<file path="config.mk">
export PLATFORM = sky130hd
export DESIGN_NAME = run_sequencer
export DESIGN_NICKNAME = d
export VERILOG_FILES = /design/src/rtl/run_sequencer.sv
export SDC_FILE = /design/constraint.sdc
export NUM_CORES = 1
export LEC_CHECK = 0
export ABC_CLOCK_PERIOD_IN_PS = 3700
export CELL_PAD_IN_SITES_DETAIL_PLACEMENT = 1
export CELL_PAD_IN_SITES_GLOBAL_PLACEMENT = 1
export CORE_MARGIN = 2
export CORE_UTILIZATION = 34
export DETAILED_ROUTE_END_ITERATION = 7
export PLACE_DENSITY_LB_ADDON = 0.1
export SLEW_MARGIN = 0
export SYNTH_ARGS = -nofsm -noshare
export SYNTH_HDL_FRONTEND = slang
export SYNTH_SLANG_ARGS = --single-unit
</file>
<file path="constraint.sdc">
create_clock -name i_clock -period 3.7 [get_ports i_clock]
set_input_delay 0.74 -clock i_clock [delete_from_list [all_inputs] [get_ports i_clock]]
set_output_delay 0.74 -clock i_clock [all_outputs]
set_load 0.02 [all_outputs]
</file>
<file path="src/rtl/run_sequencer.sv">
// Run controller: delayed go pulse, cycle/overflow measurement, timeout watchdog and result dump.
// Optional RUN_LOG_EN keeps a per-run log of finishing cycle counts.
module run_sequencer #(
    parameter int unsigned ADDR_W     = 7,
    parameter int unsigned DATA_W     = 32,
    parameter int unsigned CNT_W      = 32,
    parameter int unsigned GO_DELAY   = 3,
    parameter int unsigned DUMP_START = 28,
    parameter int unsigned DUMP_END   = 127,
    parameter int unsigned TIMEOUT    = 100000,
    parameter int unsigned NUM_RUNS   = 1
) (
    input  logic              i_clock,
    input  logic              i_reset,
    input  logic              i_start,
    output logic              o_dut_go,
    input  logic              i_dut_finished,
    input  logic              i_dut_overflow,
    output logic              o_rd_sel,
    output logic [ADDR_W-1:0] o_rd_addr,
    input  logic [DATA_W-1:0] i_rd_data,
    output logic              o_dump_valid,
    output logic [ADDR_W-1:0] o_dump_addr,
    output logic [DATA_W-1:0] o_dump_data,
    output logic [CNT_W-1:0]  o_cycle_count,
    output logic [CNT_W-1:0]  o_overflow_count,
    output logic [3:0]        o_run_index,
    output logic              o_busy,
    output logic              o_done,
    output logic              o_timeout_err,
    input  logic [3:0]        i_log_sel,
    output logic [CNT_W-1:0]  o_log_cycles
);

    typedef enum logic [2:0] {StIdle, StWait, StGo, StRun, StDump, StDrain, StDone} state_t;

    state_t             r_state, w_state_n;
    logic [7:0]         r_delay, w_delay_n;
    logic [ADDR_W-1:0]  r_addr, w_addr_n;
    logic [CNT_W-1:0]   r_cycle, w_cycle_n, w_cycle_inc;
    logic [CNT_W-1:0]   r_ovf, w_ovf_n, w_ovf_inc;
    logic [3:0]         r_run_idx, w_run_n;
    logic               r_timeout, w_timeout_n;
    logic               r_done, w_done_n;
    logic               r_dump_valid;
    logic [ADDR_W-1:0]  r_dump_addr;
    logic               w_setup;
    logic               w_log_we;

    assign w_cycle_inc = (&r_cycle) ? r_cycle : r_cycle + CNT_W'(1);
    assign w_ovf_inc   = (&r_ovf) ? r_ovf : r_ovf + CNT_W'(1);

    always_comb begin
        w_state_n   = r_state;
        w_delay_n   = r_delay;
        w_addr_n    = r_addr;
        w_cycle_n   = r_cycle;
        w_ovf_n     = r_ovf;
        w_run_n     = r_run_idx;
        w_timeout_n = r_timeout;
        w_done_n    = 1'b0;
        w_setup     = 1'b0;
        w_log_we    = 1'b0;
        unique case (r_state)
            StIdle, StDone: begin
                // A start landing on the done pulse cycle is dropped.
                if (i_start && !r_done) begin
                    w_timeout_n = 1'b0;
                    w_run_n     = '0;
                    w_setup     = 1'b1;
                end
            end
            StWait: begin
                if (r_delay == 8'd0) begin
                    w_state_n = StGo;
                    w_cycle_n = CNT_W'(1);
                end else begin
                    w_delay_n = r_delay - 8'd1;
                end
            end
            StGo: begin
                w_state_n = StRun;
                w_cycle_n = w_cycle_inc;
                if (i_dut_overflow) w_ovf_n = w_ovf_inc;
            end
            StRun: begin
                if (i_dut_overflow) w_ovf_n = w_ovf_inc;
                if (i_dut_finished) begin
                    w_state_n = StDump;
                    w_addr_n  = ADDR_W'(DUMP_START);
                    w_log_we  = 1'b1;
                end else if (r_cycle == CNT_W'(TIMEOUT)) begin
                    w_state_n   = StDone;
                    w_timeout_n = 1'b1;
                    w_done_n    = 1'b1;
                end else begin
                    w_cycle_n = w_cycle_inc;
                end
            end
            StDump: begin
                if (r_addr == ADDR_W'(DUMP_END)) w_state_n = StDrain;
                else                             w_addr_n  = r_addr + ADDR_W'(1);
            end
            StDrain: begin
                // The final beat is on the outputs this cycle.
                if (r_run_idx < 4'(NUM_RUNS - 1)) begin
                    w_run_n = r_run_idx + 4'd1;
                    w_setup = 1'b1;
                end else begin
                    w_state_n = StDone;
                    w_done_n  = 1'b1;
                end
            end
            default: w_state_n = StIdle;
        endcase
        if (w_setup) begin
            w_ovf_n = '0;
            if (GO_DELAY == 0) begin
                w_state_n = StGo;
                w_cycle_n = CNT_W'(1);
            end else begin
                w_state_n = StWait;
                w_delay_n = 8'(GO_DELAY - 1);
                w_cycle_n = '0;
            end
        end
    end

    always_ff @(posedge i_clock or posedge i_reset) begin
        if (i_reset) begin
            r_state      <= StIdle;
            r_delay      <= '0;
            r_addr       <= '0;
            r_cycle      <= '0;
            r_ovf        <= '0;
            r_run_idx    <= '0;
            r_timeout    <= 1'b0;
            r_done       <= 1'b0;
            r_dump_valid <= 1'b0;
            r_dump_addr  <= '0;
        end else begin
            r_state      <= w_state_n;
            r_delay      <= w_delay_n;
            r_addr       <= w_addr_n;
            r_cycle      <= w_cycle_n;
            r_ovf        <= w_ovf_n;
            r_run_idx    <= w_run_n;
            r_timeout    <= w_timeout_n;
            r_done       <= w_done_n;
            r_dump_valid <= (r_state == StDump);
            r_dump_addr  <= (r_state == StDump) ? r_addr : '0;
        end
    end

    assign o_dut_go         = (r_state == StGo);
    assign o_rd_sel         = (r_state == StDump);
    assign o_rd_addr        = o_rd_sel ? r_addr : '0;
    assign o_dump_valid     = r_dump_valid;
    assign o_dump_addr      = r_dump_addr;
    // The SRAM output register already holds the beat; gate so idle/reset shows 0.
    assign o_dump_data      = r_dump_valid ? i_rd_data : '0;
    assign o_cycle_count    = r_cycle;
    assign o_overflow_count = r_ovf;
    assign o_run_index      = r_run_idx;
    assign o_busy           = (r_state != StIdle) && (r_state != StDone);
    assign o_done           = r_done;
    assign o_timeout_err    = r_timeout;

`ifdef RUN_LOG_EN
    logic [CNT_W-1:0] r_log [NUM_RUNS];

    always_ff @(posedge i_clock or posedge i_reset) begin
        if (i_reset) begin
            for (int i = 0; i < NUM_RUNS; i++) r_log[i] <= '0;
        end else begin
            for (int i = 0; i < NUM_RUNS; i++) begin
                if (w_log_we && (r_run_idx == 4'(i))) r_log[i] <= r_cycle;
            end
        end
    end

    always_comb begin
        o_log_cycles = '0;
        for (int i = 0; i < NUM_RUNS; i++) begin
            if (i_log_sel == 4'(i)) o_log_cycles = r_log[i];
        end
    end
`else
    logic w_unused_log;
    assign w_unused_log = ^{i_log_sel, w_log_we};
    assign o_log_cycles = '0;
`endif

endmodule

</file>
# Word-level counts from Yosys, hierarchy flattened
# Cells that the tools add are included.
dict set report op_classes {
  n_reduce_logical 24
  n_addsub 5
  eq_ne 24
  n_lt_le_gt_ge 1
  n_mux 39
}
# cell n
set ops {}
lappend ops {{32-bit 2-to-1 mux} 10}
lappend ops {{32-bit one-hot mux with 3 select lines} 1}
lappend ops {{32-bit by 1-bit adder with 32-bit output (second input constant)} 2}
lappend ops {{32-bit AND reduction} 2}
lappend ops {{32-bit by 17-bit equality test with 1-bit output (second input constant)} 1}
lappend ops {{8-bit 2-to-1 mux} 3}
lappend ops {{7-bit 2-to-1 mux} 3}
lappend ops {{3-bit 2-to-1 mux} 6}
lappend ops {{2-bit != test (second input constant)} 9}
lappend ops {{3-bit one-hot mux with 6 select lines} 1}
lappend ops {{3-bit != test (second input constant)} 5}
lappend ops {{7-bit one-hot mux with 2 select lines} 1}
lappend ops {{2-bit nonzero test} 6}
lappend ops {{3-bit equality test (second input constant)} 3}
lappend ops {{3-bit AND reduction} 3}
lappend ops {{8-bit logical NOT} 1}
lappend ops {{1-bit 2-to-1 mux} 8}
lappend ops {{4-bit 2-to-1 mux} 2}
lappend ops {{4-bit one-hot mux with 2 select lines} 1}
lappend ops {{4-bit AND reduction} 2}
lappend ops {{8-bit by 1-bit subtractor with 8-bit output (second input constant)} 1}
lappend ops {{7-bit by 1-bit adder with 7-bit output (second input constant)} 1}
lappend ops {{7-bit equality test (second input constant)} 1}
lappend ops {{3-bit by 2-bit equality test with 1-bit output (second input constant)} 2}
lappend ops {{14 further kinds} 18}
dict set report word_totals {
  ff_bits 96
  in_bits 41
}

# Longest topological paths before layout
# Gate-level depths: netlist (run 1).
dict set report depth {
  ltp_word 6
  depth_mapped 10
}

# Least setup slack after synthesis (run 1)
# Ideal clock, no wire load.
dict set report synth_timing {
  kind {input -> register}
  startpoint {input port i_dut_finished}
  endpoint {register r_cycle[7] (netlist: o_cycle_count[7])}
  stages 8
  setup_slack_ps 1369
  t_arrival_ps 2194
  n_path_buf 2
  cell_sequence {and3_1 > a211oi_1 > a21oi_2 > a31o_1 > buf_4 > buf_6 > o31ai_1 > o41ai_2}
}
dict set report synth_between {
  elab_chain_len 2
}
# item line
set synth_rtl {}
lappend synth_rtl {{start: declaration} 17} ;# input logic i_dut_finished,
lappend synth_rtl {{3-bit != test (no line)} n/a}
lappend synth_rtl {{4-bit AND reduction (no line)} n/a}
lappend synth_rtl {{end signal: assignment} 145} ;# r_cycle <= w_cycle_n;
lappend synth_rtl {{end: declaration} 40} ;# logic [CNT_W-1:0] r_cycle, w_cycle_n, w_cycle_inc;
# Every way passes these cells.
# A chain may end at the register's enable or synchronous reset.

# Final worst setup path (run 1)
dict set report layout_timing {
  startpoint {register r_state[2]}
  endpoint {output port o_rd_addr[2]}
}
dict set report layout_between {
  elab_chain_len 2
}
# item line
set layout_rtl {}
lappend layout_rtl {{start: declaration} 37} ;# state_t r_state, w_state_n;
lappend layout_rtl {{start signal: assignment} 131} ;# r_state <= StIdle;
lappend layout_rtl {{start signal: assignment} 142} ;# r_state <= w_state_n;
lappend layout_rtl {{3-bit equality test} 156} ;# assign o_rd_sel = (r_state == StDump);
lappend layout_rtl {{7-bit 2-to-1 mux} 157} ;# assign o_rd_addr = o_rd_sel ? r_addr : '0;
lappend layout_rtl {{end: declaration} 20} ;# output logic [ADDR_W-1:0] o_rd_addr,
# Every way passes these cells.

==> results of run 1 <==
[path summary, 6_finish.rpt]
| path | startpoint | end | slack [ns] | cells past startpoint |
|---|---|---|---|---|
| min in group asynchronous | i_reset | o_done | 0.83 | 2 |
| worst max register to register | o_cycle_count[26] | o_cycle_count[29] | 0.77 | 7 |
| worst max-delay path | r_state[2] | o_rd_addr[2] | 0.52 | 3 |
| worst min register to register | o_timeout_err | o_timeout_err | 0.47 | 2 |
| worst min-delay path | o_timeout_err | o_timeout_err | 0.47 | 2 |
| max in group asynchronous | i_reset | o_cycle_count[20] | 2.13 | 3 |
[cell usage after synthesis (2+ instances only)]
library cell,instances,share of area
or2_2,2,0.0023
o31ai_1,31,0.042
inv_1,16,0.011
a21o_1,5,0.0068
a21oi_1,18,0.016
nand4_1,32,0.036
xnor2_1,20,0.032
and3_1,22,0.025
and4_1,5,0.0079
nor4_1,13,0.015
a211oi_1,2,0.0027
o21ai_0,29,0.026
mux2i_1,3,0.0054
nor2b_1,2,0.0023
buf_2,14,0.013
nand2b_1,4,0.0045
ha_1,6,0.014
xor2_1,12,0.019
nand3_1,33,0.030
a311oi_1,2,0.0032
clkbuf_1,16,0.011
o22a_1,3,0.0047
nor4_2,2,0.0045
or3_1,5,0.0056
dfrtp_1,92,0.41
mux2_2,2,0.0041
and2_1,41,0.046
buf_4,38,0.051
nand2_1,42,0.028
or3b_1,2,0.0032
nor2_1,51,0.034
nor3_1,22,0.020
a31oi_1,15,0.017
[registers in the layout, summed over array words and instances (netlist names)]
signal / flops
o_cycle_count: 32
o_done: 1
o_dump_addr: 7
o_dump_valid: 1
o_overflow_count: 32
o_timeout_err: 1
r_addr: 7
r_delay: 8
r_state: 3
[worst max-delay path: cells and delay by family, from the launching register on]
kind / cells / cell delay (ns)
AND/OR/NAND/NOR: 2 / 0.93
flip-flops: 1 / 0.54
buffers and inverters: 1 / 0.61
[power by group through the flow]
stage | Combinational [W] | Sequential, W | Clock [W]
finish | 0.00155 | 0.00131 | 0.000941
global route | 0.00168 | 0.00133 | 0.000999
CTS | 0.00156 | 0.00131 | 0.000964
detailed placement | 0.00156 | 0.00132 | 0
global placement | 0.00151 | 0.00131 | 0
floorplan | 0.00101 | 0.00130 | 0
[cell families (layout without fill, tap and decap cells)]
logic type / after synthesis / count (layout) / share of synthesized area
DFF: 92 / 92 / 0.4143
and+or+nand+nor: 286 / 286 / 0.2781
other: 1 / 36 / 0.0006749
AOI/OAI and AO/OA: 120 / 120 / 0.1459
xor gates and xnor gates: 32 / 32 / 0.05044
muxes: 5 / 5 / 0.009457
buffers and inverters: 85 / 196 / 0.08759
adders and majority gates: 6 / 6 / 0.01351
[layer usage]
layer  up-vias  part of all wire  track usage
met5         -                 0            0
met4         0             0.016      0.06461
met3        16             0.042      0.03460
met2       155              0.50       0.3679
met1      2663              0.44       0.2546
li1       2476                 -            -
[metrics by stage]
step / setup WS [ns] / utilization / power (W)
final: 0.5237 / 0.4673 / 0.003796
after global routing: 0.3724 / 0.4673 / 0.004017
after CTS: 0.5002 / 0.4673 / 0.003837
after detailed placement: 0.3687 / 0.4489 / 0.002880
after global placement: 0.4931 / 0.4489 / 0.002825
after floorplan: 0.5680 / - / 0.002309
[cell type report]
class	count	area, um^2	area share
clock buffers	10	229.0	0.03074
repair buffers	164	1624	0.2180
flip-flops and latches	92	2302	0.3090
inverters	16	61.31	0.008230
well taps	216	270.3	0.03628
clock inverters	6	63.81	0.008566
multi-input cells	485	2899	0.3892
==> impl_metrics.csv, run 1 <==
group,metric,value,unit
status,status,"completed",
detailed_routing,drc,0,
floorplanning,die_h,131.8,um
sta,post-route-period-util,0.8585,
logic_synthesis,synthFlopType,"dfrtp_1",
worst_setup_path,cp_slowest_cell,"nor2b_1",
logic_synthesis,synth_area,5557,um^2
clock_network,cts_setup_buffers,0,
clock_network,cts-buffers-inserted,9,
worst_setup_path,cp-start-kind,"register",
final_layout,drive_gt1_frac,0.05433,
final_layout,fillers,1874,
clock_network,cts_root_buf,"clkbuf_16",
placed_design,dp_cells,973,
sta,grt_setup_unrepaired,"no",
floorplanning,ioPinCount,193,
floorplanning,rows,46,
power,internal-power,0.002227,W
power,switching_share,0.4134,
sta,slew_violations,0,
sta,timing.clock.skew,0.008944,ns
sta,relSlewSlack,0.2686,
detailed_routing,drt_iter0_drc,239,
clock_network,h-tree-depth,3,
global_route,track_usage,0.2063,
sta,clock.fmax,0.3148,GHz
detailed_routing,routed_via_density,5.369,
worst_setup_path,path_class,"register to primary output",
logic_synthesis,synth.avg_cell_area,8.862,um^2
logic_synthesis,ys_seq_elements,92,
clock_network,cts_hold_buf,0,
logic_synthesis,synth_seq_area_share,0.4143,
logic_synthesis,synth-edff-count,0,
clock_network,cts_tree,"yes",
logic_synthesis,yosys.cell_types.count,58,
floorplanning,core-area,15940,um^2
detailed_routing,drt_pass1_iterations,4,
floorplanning,fp.dieW,131.8,um
detailed_routing,ant_nets,0,
sta,hold_viol_final,0,
logic_synthesis,synth-async-reset-ratio,1.000,
final_layout,final_common_cell,"clkdlybuf4s50_1",
logic_synthesis,ys_warn_count,0,
sta,whs,0.4713,ns
power,p_switching,0.001569,W
clock_network,cts_max_path_buffers,2,
final_layout,final_cell_mix,"clkdlybuf4s50_1, dfrtp_1, nor2_1",
run,maxCapViolCount,0,
power,ir_worst_vdd,252.8,uV
detailed_routing,wl_per_cell,18.19,um
logic_synthesis,syn_inst,627,
worst_setup_path,critPathMaxStageDelay,0.64,ns
power,clkPwrFrac,0.248,
sta,fin_tns_setup,0,ns
worst_setup_path,cp-end-kind,"primary output",
clock_network,clkTransAtPathRegs,0.07,ns
detailed_routing,num_vias,5310,
final_layout,final_area,7450,um^2
placed_design,hpwl,13020,um
worst_setup_path,crit_arrival,2.44,ns
worst_setup_path,path_cells,"nor2b_1, and3_1, clkdlybuf4s50_1",
clock_network,ctsResizeCount,0,
placed_design,port_buffers,152,
placed_design,gp_congestion,0.8520,
worst_hold_path,hold_class,"register to register",
global_route,grt_max_degree,54,
global_route,gr-total-overflow,0,
global_route,antenna_found_initial,0,
worst_setup_path,critPathRequiredTime,2.96,ns
placed_design,placed_area,7157,um^2
clock_network,clock_latency,0.35,ns
detailed_routing,wl,17990,um
power,p_leak,3.073,nW
final_layout,area_delta_synth_final,34.07,%
power,power_frac_comb,0.408,
sta,period_minus_slack,3.176,ns
final_layout,final_nets,815,
power,powerDensity,509.6,nW/um^2
global_route,grt_pass1_vias,5542,
clock_network,clkSinkCount,92,
final_layout,instances_no_fill,989,
worst_setup_path,crit_fanout,11,
floorplanning,dieArea,17380,um^2
sta,setup_violations,0,
sta,tightest_slew,1.097,ns
final_layout,diodes,0,
global_route,grt_pass1_wl,29300,um
floorplanning,start_util,0.3485,
power,seq_power_share,0.344,
Power figures use the tool's default switching activity.
==> run 2, diff against run 1 <==
--- a/config.mk
+++ b/config.mk
@@ -5,11 +5,11 @@
 export SDC_FILE = /design/constraint.sdc
 export NUM_CORES = 1
 export LEC_CHECK = 0
-export ABC_CLOCK_PERIOD_IN_PS = 3700
+export ABC_CLOCK_PERIOD_IN_PS = 3800
 export CELL_PAD_IN_SITES_DETAIL_PLACEMENT = 1
 export CELL_PAD_IN_SITES_GLOBAL_PLACEMENT = 1
 export CORE_MARGIN = 2
-export CORE_UTILIZATION = 34
+export CORE_UTILIZATION = 36
 export DETAILED_ROUTE_END_ITERATION = 7
 export PLACE_DENSITY_LB_ADDON = 0.1
 export SLEW_MARGIN = 0
==> constraint.sdc (replaced) <==
create_clock -name i_clock -period 3.8 [get_ports i_clock]
set_input_delay 0.76 -clock i_clock [delete_from_list [all_inputs] [get_ports i_clock]]
set_output_delay 0.76 -clock i_clock [all_outputs]
set_load 0.02 [all_outputs]
==> run 2 against run 1 <==
Effect of this change: register-to-register slack got worse by 0.02 ns; sequential share of layout area about the same; clock power up 7%; highest routed layer unchanged; non-clock buffer count fell by 1.
==> impl_metrics.csv, run 2 (same netlist as run 1, synthesis figures left out) <==
group,metric,value,unit
status,status,"completed",
detailed_routing,routed_via_density,5.527,
worst_setup_path,critPathRequiredTime,3.04,ns
detailed_routing,wl,17620,um
power,ir_worst_vdd,238.9,uV
detailed_routing,drc,0,
sta,relSlewSlack,0.2874,
worst_setup_path,crit_fanout,11,
final_layout,area_delta_synth_final,33.96,%
detailed_routing,drt_pass1_iterations,4,
final_layout,finalCoreUtilization,0.4915,
clock_network,cts_root_buf,"clkbuf_16",
final_layout,diodes,0,
final_layout,final_cell_mix,"clkdlybuf4s50_1, dfrtp_1, nor2_1",
placed_design,gp_congestion,0.8085,
global_route,grt_pass1_vias,5472,
sta,period_minus_slack,3.155,ns
sta,clock.fmax,0.3170,GHz
global_route,gr-total-overflow,0,
floorplanning,die_h,128.2,um
sta,grt_setup_unrepaired,"no",
global_route,grt_pass1_wl,28720,um
clock_network,ctsResizeCount,0,
detailed_routing,wl_per_cell,18.35,um
clock_network,clkTransAtPathRegs,0.07,ns
sta,hold_viol_final,0,
worst_setup_path,cp-end-kind,"primary output",
sta,setup_violations,0,
global_route,grt_max_degree,58,
clock_network,cts_tree,"yes",
placed_design,hpwl,12960,um
floorplanning,fp.dieW,128.2,um
sta,fin_tns_setup,0,ns
power,powerDensity,505.2,nW/um^2
worst_setup_path,crit_arrival,2.39,ns
global_route,track_usage,0.2199,
sta,slew_violations,0,
clock_network,clock_latency,0.35,ns
power,p_leak,3.090,nW
clock_network,cts-buffers-inserted,9,
worst_setup_path,cp-start-kind,"register",
placed_design,port_buffers,152,
floorplanning,rows,45,
final_layout,final_nets,814,
final_layout,drive_gt1_frac,0.05181,
floorplanning,dieArea,16440,um^2
sta,tightest_slew,1.069,ns
clock_network,clkSinkCount,92,
floorplanning,core-area,15150,um^2
floorplanning,start_util,0.3669,
detailed_routing,num_vias,5306,
sta,timing.clock.skew,0.01220,ns
detailed_routing,ant_nets,0,
clock_network,cts_hold_buf,0,
worst_setup_path,path_class,"register to primary output",
clock_network,cts_setup_buffers,0,
worst_hold_path,hold_class,"register to register",
floorplanning,ioPinCount,193,
clock_network,cts_max_path_buffers,2,
sta,post-route-period-util,0.8301,
final_layout,fillers,1765,
global_route,antenna_found_initial,0,
final_layout,final_common_cell,"clkdlybuf4s50_1",
run,maxCapViolCount,0,
clock_network,h-tree-depth,3,
detailed_routing,drt_iter0_drc,227,
-- run 2: cell types whose count changed in the layout (fill, tap and decap cells not counted), sizes merged --
cell      before  now
bufinv         1    2
buf           12   11
inv           16   15
clkinvlp       2    0
clkinv         3    2
clkbuf        10   13
-- run 2: layout make-up --
cell class / count / area [um^2] / share of cell area
tap: 188 / 235.2 / 0.03160
multi-input combinational: 485 / 2899 / 0.3895
sequential: 92 / 2302 / 0.3093
timing repair buffer: 163 / 1617 / 0.2172
clock buffer: 13 / 260.3 / 0.03496
clock inverter: 3 / 68.82 / 0.009245
inverter: 16 / 61.31 / 0.008237
-- run 2: per-stage QoR --
stage	area [um^2]	std cells	total power [W]	setup WS (ns)	hold slack, ns
after floorplan	5688	662	0.002248	0.6480	0.4842
after global placement	7114	944	0.002737	0.5579	0.4897
after detailed placement	7114	944	0.002785	0.5049	0.5029
after CTS	7443	960	0.003805	0.5712	0.5126
after global routing	7443	960	0.003980	0.4654	0.5465
final	7443	960	0.003760	0.6455	0.5026
-- run 2: final timing paths --
kind / depth (start not counted) / end / slack (ns) / start
setup / recovery: 3 / o_rd_addr[1] / 0.65 / r_state[2]
hold / removal: 1 / o_overflow_count[18] / 0.50 / o_overflow_count[18]
setup reg to reg: 6 / o_cycle_count[18] / 0.75 / o_cycle_count[4]
hold reg to reg: 1 / o_overflow_count[18] / 0.50 / o_overflow_count[18]
max in group asynchronous: 3 / o_dump_addr[2] / 2.22 / i_reset
min in group asynchronous: 2 / o_dump_addr[1] / 0.81 / i_reset
-- run 2: critical path: stages, from the launching register on --
cell and delay (ns):
dfrtp_1 0.52, nor2b_1 0.59, and3_1 0.32, clkdlybuf4s50_1 0.63
-- run 2: report_power, final --
part	internal, W	switching [W]
sequential	0.00109	0.000175
combinational	0.000555	0.000931
clock	0.000615	0.000394
total	0.00226	0.00150
-- run 2: per-layer routing --
layer,vias up,wire (um),track usage
li1,2466,-,-
met1,2640,7634,0.2743
met2,180,8737,0.3886
met3,20,975,0.03381
met4,0,272,0.07240
met5,-,0,0
